## config.mk

```make
export PLATFORM = sky130hd
export DESIGN_NAME = ecg_argmax_classifier_flat
export DESIGN_NICKNAME = d
export VERILOG_FILES = /design/src/rtl/ecg_cls_pkg.sv /design/src/rtl/ecg_argmax_classifier_if.sv /design/src/rtl/argmax_cmp_step.sv /design/src/rtl/ecg_argmax_classifier.sv /design/src/flat_wrapper.sv
export SDC_FILE = /design/constraint.sdc
export NUM_CORES = 1
export LEC_CHECK = 0
export CORE_AREA = 2 2 80 82
export CTS_CLUSTER_DIAMETER = 200
export CTS_CLUSTER_SIZE = 16
export DETAILED_ROUTE_END_ITERATION = 12
export DIE_AREA = 0 0 82 84
export PLACE_DENSITY_LB_ADDON = 0.2
export REMOVE_ABC_BUFFERS = 1
export SLEW_MARGIN = 20
export SYNTH_ARGS = -nofsm -noshare
export SYNTH_HDL_FRONTEND = slang
export SYNTH_SLANG_ARGS = --single-unit
```

## constraint.sdc

```tcl
create_clock -name clk -period 7.2 [get_ports clk]
set_input_delay 1.08 -clock clk [delete_from_list [all_inputs] [get_ports clk]]
set_output_delay 1.08 -clock clk [all_outputs]
set_load 0.01 [all_outputs]
```

## src/rtl/ecg_cls_pkg.sv

```systemverilog
// Shared definitions for the ECG argmax classifier: activation width,
// default class count, index-width helper and the FSM state encoding.
package ecg_cls_pkg;

  localparam int ACT_W           = 8;
  localparam int DEF_NUM_CLASSES = 5;

  // Index width for n classes; never narrower than one bit.
  function automatic int idx_w(input int n);
    return (n <= 1) ? 1 : $clog2(n);
  endfunction

  typedef enum logic [1:0] {
    IDLE = 2'd0,
    SCAN = 2'd1,
    HOLD = 2'd2
  } state_e;

endpackage

```

## src/rtl/ecg_argmax_classifier_if.sv

```systemverilog
// Frame-in / result-out handshake bundle for ecg_argmax_classifier.
// margin and low_conf exist only when ARGMAX_CONF_EN is defined.
interface ecg_argmax_classifier_if
  import ecg_cls_pkg::*;
#(
  parameter int NUM_CLASSES = DEF_NUM_CLASSES
);
  localparam int IDX_W = idx_w(NUM_CLASSES);

  logic                         in_valid;
  logic                         in_ready;
  logic [NUM_CLASSES*ACT_W-1:0] scores;
  logic                         out_valid;
  logic                         out_ready;
  logic [IDX_W-1:0]             class_idx;
  logic [ACT_W-1:0]             class_score;
  logic                         busy;
`ifdef ARGMAX_CONF_EN
  logic [ACT_W-1:0]             margin;
  logic                         low_conf;
`endif

  // Upstream controller / result consumer side.
  modport master (
    output in_valid, scores, out_ready,
    input  in_ready, out_valid, class_idx, class_score, busy
`ifdef ARGMAX_CONF_EN
    , input margin, low_conf
`endif
  );

  // Classifier side.
  modport slave (
    input  in_valid, scores, out_ready,
    output in_ready, out_valid, class_idx, class_score, busy
`ifdef ARGMAX_CONF_EN
    , output margin, low_conf
`endif
  );

endinterface

```

## src/rtl/argmax_cmp_step.sv

```systemverilog
// One step of the sequential argmax: folds a single activation into the
// running best / index (and second-best when ARGMAX_CONF_EN is defined).
// Strictly greater-than, unsigned, so ties keep the lowest index.
module argmax_cmp_step
  import ecg_cls_pkg::*;
#(
  parameter int IDX_W = 3
) (
  input  logic              i_first,
  input  logic [ACT_W-1:0]  i_elem,
  input  logic [IDX_W-1:0]  i_elem_idx,
  input  logic [ACT_W-1:0]  i_best,
  input  logic [IDX_W-1:0]  i_best_idx,
`ifdef ARGMAX_CONF_EN
  input  logic [ACT_W-1:0]  i_second,
  output logic [ACT_W-1:0]  o_second,
`endif
  output logic [ACT_W-1:0]  o_best,
  output logic [IDX_W-1:0]  o_best_idx
);

  // Running best/second update for the current element.
  always_comb begin
    // NOTE: every output gets a default first so no path leaves it unassigned (no latch).
    o_best     = i_best;
    o_best_idx = i_best_idx;
`ifdef ARGMAX_CONF_EN
    o_second   = i_second;
`endif
    if (i_first) begin
      o_best     = i_elem;
      o_best_idx = '0;
`ifdef ARGMAX_CONF_EN
      o_second   = '0;
`endif
    end else if (i_elem > i_best) begin
      o_best     = i_elem;
      o_best_idx = i_elem_idx;
`ifdef ARGMAX_CONF_EN
      o_second   = i_best;
    end else if (i_elem > i_second) begin
      o_second   = i_elem;
`endif
    end
  end

endmodule

```

## src/rtl/ecg_argmax_classifier.sv

```systemverilog
// ECG argmax classifier: captures a frame of class activations, scans one
// class per cycle and holds the winning index/score until accepted.
// Optional confidence outputs (margin, low_conf) under ARGMAX_CONF_EN.
module ecg_argmax_classifier
  import ecg_cls_pkg::*;
#(
  parameter int NUM_CLASSES = DEF_NUM_CLASSES
`ifdef ARGMAX_CONF_EN
  , parameter int MARGIN_TH = 8
`endif
) (
  input  logic                    clk,
  input  logic                    reset,
  ecg_argmax_classifier_if.slave  bus
);

  localparam int IDX_W = idx_w(NUM_CLASSES);

  state_e             r_state;
  state_e             w_state_nxt;
  logic [ACT_W-1:0]   r_bank [NUM_CLASSES];
  logic [IDX_W-1:0]   r_k;
  logic [ACT_W-1:0]   r_best;
  logic [IDX_W-1:0]   r_best_idx;
  logic [ACT_W-1:0]   w_best;
  logic [IDX_W-1:0]   w_best_idx;
  logic [IDX_W-1:0]   r_class_idx;
  logic [ACT_W-1:0]   r_class_score;
  logic               w_last;
  logic               w_accept;
`ifdef ARGMAX_CONF_EN
  logic [ACT_W-1:0]   r_second;
  logic [ACT_W-1:0]   w_second;
  logic [ACT_W-1:0]   w_margin;
  logic [ACT_W-1:0]   r_margin;
  logic               r_low_conf;
`endif

  assign w_last   = (r_k == IDX_W'(NUM_CLASSES - 1));
  assign w_accept = (r_state == IDLE) && bus.in_valid;

  argmax_cmp_step #(.IDX_W(IDX_W)) u_step (
    .i_first    (r_k == '0),
    .i_elem     (r_bank[r_k]),
    .i_elem_idx (r_k),
    .i_best     (r_best),
    .i_best_idx (r_best_idx),
`ifdef ARGMAX_CONF_EN
    .i_second   (r_second),
    .o_second   (w_second),
`endif
    .o_best     (w_best),
    .o_best_idx (w_best_idx)
  );

  // FSM state register.
  always_ff @(posedge clk) begin
    // NOTE: sequential state uses non-blocking assignment so all flops update together.
    if (reset) r_state <= IDLE;
    else       r_state <= w_state_nxt;
  end

  // FSM next-state: accept in IDLE, scan NUM_CLASSES cycles, hold until taken.
  always_comb begin
    w_state_nxt = r_state;
    unique case (r_state)
      IDLE:    if (bus.in_valid)  w_state_nxt = SCAN;
      SCAN:    if (w_last)        w_state_nxt = HOLD;
      HOLD:    if (bus.out_ready) w_state_nxt = IDLE;
      default:                    w_state_nxt = IDLE;
    endcase
  end

  // Score bank capture and scan counter.
  always_ff @(posedge clk) begin
    if (reset) begin
      // NOTE: the bank is a handful of flops, not a RAM, and clearing it guarantees an aborted frame leaves nothing behind.
      for (int i = 0; i < NUM_CLASSES; i++) r_bank[i] <= '0;
      r_k <= '0;
    end else if (w_accept) begin
      for (int i = 0; i < NUM_CLASSES; i++) r_bank[i] <= bus.scores[i*ACT_W +: ACT_W];
      r_k <= '0;
    end else if (r_state == SCAN && !w_last) begin
      r_k <= r_k + 1'b1;
    end
  end

  // Running best (and second-best) accumulators during SCAN.
  always_ff @(posedge clk) begin
    if (reset) begin
      r_best     <= '0;
      r_best_idx <= '0;
`ifdef ARGMAX_CONF_EN
      r_second   <= '0;
`endif
    end else if (r_state == SCAN) begin
      r_best     <= w_best;
      r_best_idx <= w_best_idx;
`ifdef ARGMAX_CONF_EN
      r_second   <= w_second;
`endif
    end
  end

`ifdef ARGMAX_CONF_EN
  assign w_margin = w_best - w_second;
`endif

  // Result registers, loaded on the final scan step and held until the next frame.
  always_ff @(posedge clk) begin
    if (reset) begin
      r_class_idx   <= '0;
      r_class_score <= '0;
`ifdef ARGMAX_CONF_EN
      r_margin      <= '0;
      r_low_conf    <= 1'b0;
`endif
    end else if (r_state == SCAN && w_last) begin
      r_class_idx   <= w_best_idx;
      r_class_score <= w_best;
`ifdef ARGMAX_CONF_EN
      r_margin      <= w_margin;
      r_low_conf    <= (w_margin < ACT_W'(MARGIN_TH));
`endif
    end
  end

  // Handshake flags decode straight from the state register.
  assign bus.in_ready    = (r_state == IDLE);
  assign bus.out_valid   = (r_state == HOLD);
  assign bus.busy        = (r_state != IDLE);
  assign bus.class_idx   = r_class_idx;
  assign bus.class_score = r_class_score;
`ifdef ARGMAX_CONF_EN
  assign bus.margin      = r_margin;
  assign bus.low_conf    = r_low_conf;
`endif

endmodule

```

## src/flat_wrapper.sv

```systemverilog
// flat-port wrapper written by rule: the top's interface ports become plain ports
module ecg_argmax_classifier_flat import ecg_cls_pkg::*;
#(
  parameter int NUM_CLASSES = DEF_NUM_CLASSES

)
  (clk, reset, bus_in_valid, bus_scores, bus_out_ready, bus_in_ready, bus_out_valid, bus_class_idx, bus_class_score, bus_busy);
  ecg_argmax_classifier_if #(.NUM_CLASSES(NUM_CLASSES)) bus_i ();
  input  logic clk;
  input  logic reset;
  input wire logic [$bits(bus_i.in_valid)-1:0] bus_in_valid;
  input wire logic [$bits(bus_i.scores)-1:0] bus_scores;
  input wire logic [$bits(bus_i.out_ready)-1:0] bus_out_ready;
  output wire logic [$bits(bus_i.in_ready)-1:0] bus_in_ready;
  output wire logic [$bits(bus_i.out_valid)-1:0] bus_out_valid;
  output wire logic [$bits(bus_i.class_idx)-1:0] bus_class_idx;
  output wire logic [$bits(bus_i.class_score)-1:0] bus_class_score;
  output wire logic [$bits(bus_i.busy)-1:0] bus_busy;
  assign bus_i.in_valid = bus_in_valid;
  assign bus_i.scores = bus_scores;
  assign bus_i.out_ready = bus_out_ready;
  assign bus_in_ready = bus_i.in_ready;
  assign bus_out_valid = bus_i.out_valid;
  assign bus_class_idx = bus_i.class_idx;
  assign bus_class_score = bus_i.class_score;
  assign bus_busy = bus_i.busy;
  ecg_argmax_classifier #(.NUM_CLASSES(NUM_CLASSES)) u_core (.clk(clk), .reset(reset), .bus(bus_i));
endmodule
```

==> run summary <==
======================================================================================================
Run status .............................................................................. complete, no violations
Post-synthesis mux area share ...........................................................        10.4%
Root Driver ............................................................................. sky130_fd_sc_hd__clkbuf_8
Number of port buffers ..................................................................           57
Average via count per standard cell .....................................................         5.36
Number of placement rows ................................................................           29
Number of distinct library cells after synthesis ........................................           35
Starting utilization of the core area ...................................................        54.4%
PostCTS Resize Cnt ......................................................................            0
Number of antenna violations at the first check in global routing .......................            0
Via count of the first global-routing pass ..............................................         2168
Slack of the worst reg-to-reg path ......................................................      3.32 ns
Hold-fix buffer count after cts .........................................................            0
Worst-case clock buffer depth ...........................................................            2
Post-route DRC ..........................................................................            0
Core occupancy in the finished layout ...................................................        66.9%
# diodes ................................................................................            0
Routed length per placed instance .......................................................      14.3 um
Placer's final routability congestion estimate ..........................................        0.800
Required time reported for the critical path endpoint ...................................      7.44 ns
Seq/Total Area, Yosys ...................................................................        54.3%
Clock transition at the register clock pins on the worst setup and hold paths after CTS .      0.07 ns
Register bit count reported by yosys ....................................................           70
Wire length of the first global-routing pass ............................................      9940 um
Buffers inserted by post-CTS timing repair ..............................................            0
Dominant combinational cell family by area after synthesis .............................. simple AND/OR/NAND/NOR gates
Aggregate global routing overflow .......................................................            0
TritonCTS clock tree ....................................................................         done
Final Critical Period ...................................................................      3.88 ns
Fraction of synthesized cell area taken by the top area cell type .......................        36.2%
Synthesized instance count ..............................................................          296
Worst clock skew on the final layout ....................................................   0.00943 ns
Synth Area in Compound Gates ............................................................        9.13%
Placeable Area ..........................................................................    6100 um^2
Mapped cell area ........................................................................    3320 um^2
Synth-to-Final Area Change ..............................................................        23.0%
Clock latency reported for the late side of the worst-skew pair .........................      0.35 ns
Worst Max-Slew Pin Slew .................................................................     0.954 ns
Static leakage ..........................................................................   0.00146 uW
Synth Area in Simple Gates ..............................................................        17.4%
Final Slew Violations ...................................................................            0
Share of final-layout standard cells stronger than drive strength 1 .....................        8.00%
Cell type with the highest aggregate area in the netlist ................................ sky130_fd_sc_hd__edfxtp_1
Unrepaired setup endpoints after global routing .........................................        false
Worst slew margin relative to its limit .................................................        36.2%
Areal power density over the cells ......................................................  210 nW/um^2
Via count ...............................................................................         2289
Worst setup path end .................................................................... u_core.r_best[0]
Die W ...................................................................................        82 um
Number of nets in the layout ............................................................          399
Worst Setup End Kind ....................................................................     register
Min-Delay Startpoint .................................................................... u_core.r_best[7]
CTS sink cnt ............................................................................           70
Share of synthesized registers carrying an async set or reset ...........................           0%
Max rail drop VDD .......................................................................     0.131 mV
Final count of negative-setup-slack endpoints ...........................................            0
Critical-path maximum fanout ............................................................           13
Final hold viol count ...................................................................            0
Detailed-route wire length ..............................................................      6120 um
Count of flip-flops with a built-in enable after synthesis ..............................           40
Parity-gate share of the synthesized area counting xor and xnor cells ...................       0.264%
Synth warnings ..........................................................................            0
Average instance area after synthesis ...................................................    11.2 um^2
Placement Setup Slack ...................................................................      3.33 ns
Crit path arrival time ..................................................................      4.12 ns
Sum of negative setup slack .............................................................         0 ns
Post-route clock period utilization .....................................................        53.9%
Pin count of the biggest net entering global routing ....................................           45
HPWL after detailed placement ...........................................................      4380 um
Count of antenna-violating nets left after detailed routing .............................            0
Global-route usage over all layers ......................................................        19.3%
Crit start category .....................................................................     register
Depth of the most critical reg-to-reg path ..............................................            9
Clock buffer count from CTS .............................................................            9
Number of primary I/O pins ..............................................................           58
Maximum clock frequency .................................................................      258 MHz
Main area contributors after synthesis .................................................. sky130_fd_sc_hd__edfxtp_1 (36%), sky130_fd_sc_hd__dfxtp_1 (18%), sky130_fd_sc_hd__and2_1 (7.5%)
Total of max-cap violations .............................................................            0
Adder-Cell Fraction of Synth Area .......................................................        3.77%
Full die area ...........................................................................    6890 um^2
Maximum level of the CTS H-tree .........................................................            3
Worst min-delay path category ...........................................................   reg -> reg
Die Span Y ..............................................................................        84 um
Endpoint of the most critical register-to-register path ................................. u_core.r_best[0]
Most frequent cells after synthesis ..................................................... sky130_fd_sc_hd__and2_1 (40), sky130_fd_sc_hd__edfxtp_1 (40), sky130_fd_sc_hd__dfxtp_1 (30), sky130_fd_sc_hd__nand2_1 (22), sky130_fd_sc_hd__inv_1 (20)
Setup Crit Path Kind ....................................................................   reg -> reg
Ys flop type ............................................................................ sky130_fd_sc_hd__edfxtp_1
DRC marker count from the first detailed-route iteration ................................          163
Detailed-routing iteration count for the pre-antenna-repair pass ........................            4
Post-layout worst setup margin ..........................................................      3.32 ns
======================================================================================================
## stage by stage
| step | total power [uW] | hold slack (ns) | area (um^2) | cells |
|---|---|---|---|---|
| 6_report | 857 | 0.486 | 4080 | 427 |
| 3_5_place_dp | 597 | 0.472 | 3910 | 411 |
| 2_1_floorplan | 545 | 0.448 | 3230 | 277 |
| 4_1_cts | 863 | 0.484 | 4070 | 427 |
| 5_1_grt | 894 | 0.508 | 4080 | 427 |
| 3_3_place_gp | 592 | 0.465 | 3910 | 411 |
## how the worst min path moves through the flow
stage	end	slack, ns	cells past startpoint
after global placement	u_core.r_best[7]	0.46	2
final	u_core.r_best[7]	0.49	2
after detailed placement	u_core.r_best_idx[0]	0.47	2
after global routing	u_core.r_best[7]	0.51	2
after floorplan	u_core.r_best[1]	0.45	2
after CTS	u_core.r_best_idx[0]	0.48	2
## critical path: stages, from the launching register on
cell and delay, ns:
sky130_fd_sc_hd__dfxtp_1 0.65, sky130_fd_sc_hd__mux4_2 0.57, sky130_fd_sc_hd__mux2i_1 0.16, sky130_fd_sc_hd__inv_1 0.09, sky130_fd_sc_hd__ha_1 0.29, sky130_fd_sc_hd__nor2b_1 0.14
sky130_fd_sc_hd__o211ai_1 0.11, sky130_fd_sc_hd__a21oi_1 0.74, sky130_fd_sc_hd__o221a_1 0.68, sky130_fd_sc_hd__mux2_4 0.34
## per-layer routing
metal	GRT usage (%)	vias to the layer above	part of all wire, %
met5	0	-	0
met4	8.64	0	1.7
met2	30.0	61	48
met3	5.84	8	5.3
li1	-	1154	-
met1	24.6	1066	45
## report_power, final
part	switching, uW	internal (uW)	total [uW]
registers	10.4	446	457
logic	71.5	60.5	132
clock network	146	122	268
## sequential cells by signal, indices dropped and copies added (netlist names), named ones only
| name | cells |
|---|---|
| u_core.r_state | 2 |
| u_core.r_k | 3 |
| u_core.r_best_idx | 3 |
| u_core.r_bank | 40 |
| u_core.r_best | 8 |
| u_core.bus.class_idx | 3 |
| u_core.bus.class_score | 8 |
## layout by cell type (no fill, tap or decap), types with 4 or more instances in the layout
cell and n:
sky130_fd_sc_hd__a311oi_1 7, sky130_fd_sc_hd__mux2i_1 15, sky130_fd_sc_hd__and2_1 40, sky130_fd_sc_hd__o211ai_1 14, sky130_fd_sc_hd__clkbuf_8 9, sky130_fd_sc_hd__nor2_1 14, sky130_fd_sc_hd__dfxtp_1 30, sky130_fd_sc_hd__o21ai_0 6
sky130_fd_sc_hd__nor2b_1 5, sky130_fd_sc_hd__ha_1 10, sky130_fd_sc_hd__a21oi_1 6, sky130_fd_sc_hd__clkdlybuf4s50_1 57, sky130_fd_sc_hd__nand3_1 14, sky130_fd_sc_hd__inv_1 20, sky130_fd_sc_hd__nor3_1 4, sky130_fd_sc_hd__nand2_1 21
sky130_fd_sc_hd__edfxtp_1 40, sky130_fd_sc_hd__mux4_2 8
## area by class of cell
type | instances | area, um^2
timing repair buffer | 57 | 571
clock inverter | 7 | 41.3
fill | 504 | 2020
sequential | 70 | 1800
multi-input combinational | 187 | 1370
clock buffer | 9 | 124
inverter | 20 | 75.1
tap | 77 | 96.3
## cell families after synthesis
family,Yosys count
xor gates and xnor gates,1
adders and majority gates,10
AOI/OAI and AO/OA,42
muxes,24
and+or+nand+nor,110
DFF,70
buffers and inverters,39
No activity file was read; power rests on OpenSTA's default activity.
